File: src/rtl/uart_pkg.sv
// Shared UART definitions: default link rates, oversampling constants and the
// receiver state encoding. The transmitter imports the same package.
package uart_pkg;

  localparam int DEF_CLK_HZ = 100_000_000;
  localparam int DEF_BAUD   = 115_200;
  localparam int OVS        = 16;

  // Tick-counter values at which the line is sampled
  localparam logic [3:0] STRT_MID = 4'd7;
  localparam logic [3:0] BIT_END  = 4'd15;

  typedef enum logic [2:0] {
    IDLE,
    START,
    DATA,
    STOP,
    BREAK
  } state_e;

endpackage

File: src/rtl/uart_baud_tick.sv
// Fractional-rate tick generator: one-cycle tick at an average rate of
// STEP/CLK_HZ per clock, phase-aligned by holding the accumulator in clear.
module uart_baud_tick #(
  parameter int CLK_HZ = 100_000_000,
  parameter int STEP   = 1_843_200
) (
  input  logic clk,
  input  logic rstn,
  input  logic clr,
  output logic tick
);

  localparam logic [29:0] LIM = 30'(CLK_HZ);
  localparam logic [29:0] INC = 30'(STEP);

  logic [28:0] acc_q, acc_d;
  logic [29:0] sum;

  // NOTE: every always_comb output gets a default first so no path infers a latch.
  always_comb begin
    sum   = {1'b0, acc_q} + INC;
    tick  = 1'b0;
    acc_d = sum[28:0];
    if (clr) begin
      acc_d = '0;
    end else if (sum >= LIM) begin
      tick  = 1'b1;
      acc_d = 29'(sum - LIM);
    end
  end

  // NOTE: state registers use non-blocking assignments only, so all flops update together.
  always_ff @(posedge clk or negedge rstn) begin
    if (!rstn) acc_q <= '0;
    else       acc_q <= acc_d;
  end

endmodule

File: src/rtl/uart_rx.sv
// 8N1 UART receiver: synchronizes the line, validates the start bit, samples
// each bit at its centre and emits one-cycle data-valid / framing-error pulses.
module uart_rx
  import uart_pkg::*;
#(
  parameter int CLK_HZ = DEF_CLK_HZ,
  parameter int BAUD   = DEF_BAUD
) (
  input  logic       sys_clk_i,
  input  logic       sys_rstn_i,
  input  logic       uart_rx_i,
  output logic [7:0] uart_dat_o,
  output logic       uart_vld_o,
  output logic       uart_ferr_o,
  output logic       uart_busy_o
);

  state_e      state_q, state_d;
  logic        meta_q, rxs_q;
  logic [3:0]  cnt_q, cnt_d;
  logic [2:0]  bit_q, bit_d;
  logic [7:0]  shft_q, shft_d;
  logic [7:0]  dat_q, dat_d;
  logic        vld_q, vld_d;
  logic        ferr_q, ferr_d;
  logic        tick;

  uart_baud_tick #(
    .CLK_HZ (CLK_HZ),
    .STEP   (BAUD * OVS)
  ) u_tick (
    .clk  (sys_clk_i),
    .rstn (sys_rstn_i),
    .clr  (state_q == IDLE),
    .tick (tick)
  );

  always_comb begin
    state_d = state_q;
    cnt_d   = tick ? cnt_q + 4'd1 : cnt_q;
    bit_d   = bit_q;
    shft_d  = shft_q;
    dat_d   = dat_q;
    vld_d   = 1'b0;
    ferr_d  = 1'b0;
    unique case (state_q)
      IDLE: begin
        if (!rxs_q) begin
          state_d = START;
          cnt_d   = '0;
        end
      end
      START: begin
        if (tick && cnt_q == STRT_MID) begin
          if (rxs_q) begin
            state_d = IDLE;
          end else begin
            state_d = DATA;
            cnt_d   = '0;
            bit_d   = '0;
          end
        end
      end
      DATA: begin
        // Line is LSB first; the wrap of cnt re-arms the next bit centre
        if (tick && cnt_q == BIT_END) begin
          shft_d = {rxs_q, shft_q[7:1]};
          bit_d  = bit_q + 3'd1;
          if (bit_q == 3'd7) state_d = STOP;
        end
      end
      STOP: begin
        if (tick && cnt_q == BIT_END) begin
          if (rxs_q) begin
            dat_d   = shft_q;
            vld_d   = 1'b1;
            state_d = IDLE;
          end else begin
            ferr_d  = 1'b1;
            state_d = BREAK;
          end
        end
      end
      BREAK: begin
        if (rxs_q) state_d = IDLE;
      end
      default: state_d = IDLE;
    endcase
  end

  // Synchronizer flops reset to the idle-high line level to avoid a false start
  always_ff @(posedge sys_clk_i or negedge sys_rstn_i) begin
    if (!sys_rstn_i) begin
      meta_q  <= 1'b1;
      rxs_q   <= 1'b1;
      state_q <= IDLE;
      cnt_q   <= '0;
      bit_q   <= '0;
      shft_q  <= '0;
      dat_q   <= '0;
      vld_q   <= 1'b0;
      ferr_q  <= 1'b0;
    end else begin
      meta_q  <= uart_rx_i;
      rxs_q   <= meta_q;
      state_q <= state_d;
      cnt_q   <= cnt_d;
      bit_q   <= bit_d;
      shft_q  <= shft_d;
      dat_q   <= dat_d;
      vld_q   <= vld_d;
      ferr_q  <= ferr_d;
    end
  end

  assign uart_dat_o  = dat_q;
  assign uart_vld_o  = vld_q;
  assign uart_ferr_o = ferr_q;
  assign uart_busy_o = (state_q != IDLE);

endmodule

File: config.mk
export PLATFORM = sky130hd
export DESIGN_NAME = uart_rx
export DESIGN_NICKNAME = d
export VERILOG_FILES = /design/src/rtl/uart_pkg.sv /design/src/rtl/uart_baud_tick.sv /design/src/rtl/uart_rx.sv
export SDC_FILE = /design/constraint.sdc
export NUM_CORES = 1
export LEC_CHECK = 0
export CORE_MARGIN = 2
export CORE_UTILIZATION = 48
export CTS_CLUSTER_DIAMETER = 30
export CTS_CLUSTER_SIZE = 16
export DETAILED_ROUTE_END_ITERATION = 10
export PLACE_DENSITY = 0.66
export SLEW_MARGIN = 20
export SYNTH_ARGS = -nofsm -noshare
export SYNTH_HDL_FRONTEND = slang
export SYNTH_SLANG_ARGS = --single-unit
File: constraint.sdc
create_clock -name sys_clk_i -period 5.51 [get_ports sys_clk_i]
set_input_delay 1.102 -clock sys_clk_i [delete_from_list [all_inputs] [get_ports sys_clk_i]]
set_output_delay 1.102 -clock sys_clk_i [all_outputs]
set_load 0.02 [all_outputs]
### After elaboration in Yosys (flattened, before gate mapping)

Index checks and enable logic that the tools add are counted.

* bits in registers: 59
* input port bits: 3
* word-level logic and storage cells: 65

* add/sub/neg operators: 4
* magnitude comparators: 1
* eq/ne operators: 14
* mux-type cells: 27
* reduce and logical (&&, ||, !) cells: 9

Operators with widths (count)
* 29-bit 2-to-1 mux: 2
* 29-bit by 21-bit adder with 30-bit output (second input constant): 1
* 30-bit by 27-bit >= comparator with 1-bit output (second input constant): 1
* 3-bit 2-to-1 mux: 10
* 29-bit by 27-bit subtractor with 29-bit output (second input constant): 1
* 3-bit case mux with 5 select lines: 1
* 2-bit != test (second input constant): 7
* 4-bit 2-to-1 mux: 3
* 1-bit 2-to-1 mux: 8
* 4-bit case mux with 2 select lines: 1
* 3-bit by 2-bit equality test with 1-bit output (second input constant): 2
* 3-bit equality test (second input constant): 2
* 3-bit case mux with 2 select lines: 1
* 6-bit AND reduction: 1
* 4-bit by 1-bit adder with 4-bit output (second input constant): 1
* 4-bit by 3-bit equality test with 1-bit output (second input constant): 1
* 4-bit equality test (second input constant): 1
* 4-bit AND reduction: 1
* 3-bit by 1-bit adder with 3-bit output (second input constant): 1
* 3-bit by 1-bit equality test with 1-bit output (second input constant): 1
* 3-bit zero test: 1
* 3-bit AND reduction: 1
* 3-bit nonzero test: 1
* 1-bit logical AND: 2
* other kinds (3): 3

### Logic depth before layout (Yosys ltp)

* depth in word-level cells: 8
* mapped depth: 12
* gate-level depth less buffers: 9

### Hierarchy

From an unflattened synthesis, not the netlist that was laid out.

* cell total of the unflattened synthesis: 312
* area, all modules: 3126.7 um2

By module, submodules not included
* uart_baud_tick: times used 1, cells an instance 204, area an instance 1742.9 um2, seq. area each 525.5 um2
* uart_rx: times used 1, cells an instance 108, area an instance 1383.8 um2, seq. area each 753.2 um2

### Least setup slack after synthesis

OpenSTA, ideal clock, no wires.

* path type: reg2reg
* from: register u_tick.acc_q[14]
* to: register shft_q[0]
* library setup time: 125 ps
* data arrival time: 3022 ps
* setup slack: 2363 ps
* cell stages (with the launch flop): 11
* buffers on the path: 2
* clock period less this slack: 3147 ps
* path through: dfrtp_1 > ha_1 > buf_4 > nand4_1 > a21oi_1 > mux2i_1 > a2bb2o_4 > o32a_4 > or4_4 > buf_6 > mux2_4

* word-level cells in the longest chain between the ends: 6

Ends and longest elaborated chain
* from (decl): RTL line uart_baud_tick.sv:16 `logic [28:0] acc_q, acc_d;`
* from (signal assigned): RTL line uart_baud_tick.sv:34 `if (!rstn) acc_q <= '0;`
* from (signal assigned): RTL line uart_baud_tick.sv:35 `else acc_q <= acc_d;`
* 29-bit by 21-bit adder with 30-bit output: RTL line uart_baud_tick.sv:21 `sum = {1'b0, acc_q} + INC;`
* 30-bit by 27-bit >= comparator with 1-bit output: RTL line uart_baud_tick.sv:26 `end else if (sum >= LIM) begin`
* 1-bit 2-to-1 mux: RTL line uart_baud_tick.sv:26
* 1-bit 2-to-1 mux: RTL line uart_baud_tick.sv:24 `if (clr) begin`
* 1-bit logical AND: RTL line uart_rx.sv:66 `if (tick && cnt_q == BIT_END) begin`
* 2-bit AND reduction (no line)
* to (signal assigned): RTL line uart_rx.sv:109 `shft_q <= shft_d;`
* to (decl): RTL line uart_rx.sv:22 `logic [7:0] shft_q, shft_d;`

Every way passes these cells.
A chain may end at the register's enable or synchronous reset.

### Worst setup path after layout

* from: register u_tick.acc_q[13]
* to: register shft_q[3]

The elaborated chain is that of the path after synthesis.

==> impl_metrics.csv <==
group,metric,value,unit
setup_path,r2r_cells,8,
power_and_ir_drop,power_leakage,1.468,nW
detailed_routing,viasPerCell,5.955,
setup_path,timing.rr.start,"u_tick.acc_q[13]$_DFF_PN0_",
floorplan,initial_core_util,49.58,%
synthesis,synthCells,323,
setup_path,worst_ep_required_time,5.71,ns
setup_path,cp_max_fo,33,
sta,skew,0.004560,ns
detailed_routing,drt-total-wl,6.276,mm
hold_path,min_from,"meta_q$_DFF_PN1_",
setup_path,crit_path_max_incr_delay,0.65,ns
synthesis,yosysUniqueCellTypes,64,
layout,nets,336,
cts,cts_hold_buffers,0,
sta,slew_headroom,37.67,%
detailed_routing,drtIter0Drc,84,
sta,hold_viol,0,
power_and_ir_drop,power_frac_comb,1.5,%
detailed_routing,routedLengthMet1,3.243,mm
synthesis,syn_area_per_cell,9.746,sq um
layout,drive_gt1_share,14.37,%
global_route,grt_remaining_overflow,0,
hold_path,whs_path_depth,0,
cts,clock_path_buffers,2,
power_and_ir_drop,pwr-share-clk,41.1,%
synthesis,synth.cell_area,3148,sq um
floorplan,dieHeight,84.99,um
detailed_routing,ant_nets,0,
power_and_ir_drop,seq_power_share,57.4,%
layout,syn2layout_area_growth,8.148,%
detailed_routing,top_layer_used,"met4",
hold_path,worstHoldEndpoint,"rxs_q$_DFF_PN1_",
detailed_routing,wl_per_cell,15.53,um
detailed_routing,drc,0,
sta,fmax,261.6,MHz
global_route,grt_pass1_vias,2294,
setup_path,end_kind,"flip-flop",
layout,antennaDiodeCount,0,
synthesis,syn_nets,333,
synthesis,synth_edf_count,0,
cts,cts_resized,0,
place,place.gp.congestion,0.8557,
power_and_ir_drop,peakVddDrop,184.8,uV
power_and_ir_drop,p_switching,0.0001403,W
synthesis,yosys_most_used_dff,"dfrtp_1",
cts,post_cts_buffers,0,
synthesis,synth_async_sr_flop_share,100.0,%
floorplan,ios,14,
floorplan,core-area,6350,sq um
place,place_ws,1.732,ns
hold_path,hold_path.class,"flip-flop to flip-flop",
job,cap_viol_max_count,0,
cts,cts.sinks,51,
sta,finalCritPeriodShare,69.38,%
cts,htree_num_levels,2,
power_and_ir_drop,cellInternalPower,0.0005150,W
cts,clk_pin_slew,0.10,ns
cts,numCtsBuffers,5,
power_and_ir_drop,p_per_area,192.5,nW/um^2
global_route,grt_max_degree,52,
cts,cts_tree,"done",
global_route,antenna_found_initial,0,
sta,tightest_slew,0.9233,ns
power_and_ir_drop,switching_share,21.41,%
detailed_routing,vias,2406,
setup_path,path_cells,"ha_1 > nand4_1 > a21oi_1 > mux2i_1 > a2bb2o_4 > o32a_4 > nor4_1 > mux2_2",
sta,slew_violations,0,
sta,setup_ws,1.687,ns
sta,setup_viol,0,
floorplan,dieArea,7222,sq um
setup_path,r2r_slack,1.69,ns
synthesis,ys_ff_latch,51,
synthesis,yosys_warnings,0,
setup_path,cp.arrival,4.02,ns
global_route,grt_pass1_wl,10.93,mm
sta,fin_crit,3.823,ns
power_and_ir_drop,power.total,0.0006553,W
floorplan,num_rows,29,
floorplan,die_w,84.99,um
detailed_routing,wl_met2,2.770,mm
synthesis,synth-seq-area-share,40.62,%
detailed_routing,routed-wl-met3,171,um
global_route,grt_usage,18.47,%
sta,final.setup.tns,0,ns
detailed_routing,dr.pass1.iters,4,
setup_path,start_kind,"flip-flop",
sta,rsz0062_at_grt,"no",
cts,clockRootBuffer,"clkbuf_8",
place,portBuffers,13,
setup_path,critPathSlowestCell,"nor4_1",
layout,fill_cells,568,
setup_path,worstSetupPathType,"flip-flop to flip-flop",
setup_path,r2r-end,"shft_q[3]$_DFFE_PN0P_",
cts,clk_latency,0.30,ns
place,place_hpwl,4.332,mm
run_status,status,"finished clean",
cell usage in the layout (no fill, tap or decap), drive strengths merged, types with 4 or more instances in the layout:
cell           count
a211oi             4
a21o               4
a21oi             20
and3               6
buf                4
clkbuf             5
clkdlybuf4s50     12
dfrtp             49
ha                 7
inv               11
mux2              18
mux2i              4
nand2             18
nand3             16
nand4              6
nor2              21
nor2b              4
nor3              17
nor3b              4
o211ai             4
o21ai             13
or3               11
or4                4
xnor2              9
xor2               5
power by group through the flow:
stage / clock (W) / combinational [W] / sequential, W
floorplan: 0 / 0.000000785 / 0.000383
global placement: 0 / 0.00000997 / 0.000384
detailed placement: 0 / 0.0000101 / 0.000384
CTS: 0.000280 / 0.0000102 / 0.000376
global route: 0.000292 / 0.0000116 / 0.000376
finish: 0.000270 / 0.00000954 / 0.000376
cell families (layout without fill, tap and decap cells):
| family | after synthesis | count (layout) | synth area share [%] |
|---|---|---|---|
| fa+ha+maj | 7 | 7 | 2.782 |
| mux | 22 | 22 | 8.665 |
| xor+xnor | 14 | 14 | 3.895 |
| buf+inv | 31 | 35 | 5.008 |
| compound gates | 75 | 75 | 17.73 |
| flops | 51 | 51 | 40.62 |
| simple gates | 123 | 123 | 21.30 |
flip-flops by register name (all words and copies together) (netlist names), 3 cells and up:
register      flops
u_tick.acc_q     21
shft_q            8
uart_dat_o        8
cnt_q             4
bit_q             3
state_q           3
layout make-up:
cell class / count / area, sq um / share of cell area [%]
multi-input cells: 241 / 1724 / 50.64
flip-flops and latches: 51 / 1279 / 37.56
repair buffers: 16 / 147.6 / 4.337
well taps: 77 / 96.34 / 2.830
clock buffers: 5 / 68.82 / 2.021
clock inverters: 3 / 47.55 / 1.397
inverters: 11 / 41.29 / 1.213
metrics by stage:
step                      hold WS, ns  utilization, %  cell area (sq um)  std cells
final                          0.3604           53.62               3405        404
after global routing           0.3654           53.62               3405        404
after CTS                      0.3616           53.62               3405        404
after detailed placement       0.3472           51.78               3288        396
after global placement         0.3463           51.78               3288        396
after floorplan                0.3452               -               3148        323
critical path: cells and delay by family (launching register included):
kind / cells / cell delay [ns]
flops: 1 / 0.51
fa+ha+maj: 1 / 0.40
simple gates: 2 / 0.95
compound gates: 3 / 1.17
mux: 2 / 0.68
cells in the mapped netlist (4+ instances only):
library cell,n,share of area (%)
o21ai_0,13,2.1
nor2_1,21,2.5
or3_1,11,2.2
nand3_1,16,2.5
mux2_4,8,3.8
mux2i_1,4,1.3
buf_2,6,0.95
mux2_2,10,3.6
dfrtp_1,49,39
ha_1,7,2.8
nor2b_1,4,0.79
a21o_1,4,0.95
clkbuf_1,7,0.83
nor3b_1,4,0.95
and3_1,6,1.2
inv_1,10,1.2
nor3_1,16,2.5
xor2_1,5,1.4
xnor2_1,9,2.5
a21oi_1,20,3.2
nand4_1,6,1.2
nand2_1,18,2.1
worst max-delay path by stage:
stage | start | endpoint | slack [ns]
floorplan | u_tick.acc_q[14]$_DFF_PN0_ | shft_q[0]$_DFFE_PN0P_ | 2.36
global placement | u_tick.acc_q[13]$_DFF_PN0_ | shft_q[6]$_DFFE_PN0P_ | 1.91
detailed placement | u_tick.acc_q[13]$_DFF_PN0_ | shft_q[3]$_DFFE_PN0P_ | 1.73
CTS | u_tick.acc_q[13]$_DFF_PN0_ | shft_q[3]$_DFFE_PN0P_ | 1.72
global route | u_tick.acc_q[13]$_DFF_PN0_ | shft_q[3]$_DFFE_PN0P_ | 1.44
finish | u_tick.acc_q[13]$_DFF_PN0_ | shft_q[3]$_DFFE_PN0P_ | 1.69
metal layers:
metal  up-vias  track usage, %
met1      1158           27.02
li1       1203               -
met2        37           28.20
met5         -               0
met4         0           5.339
met3         8           3.210
No activity file was read; power rests on OpenSTA's default activity.
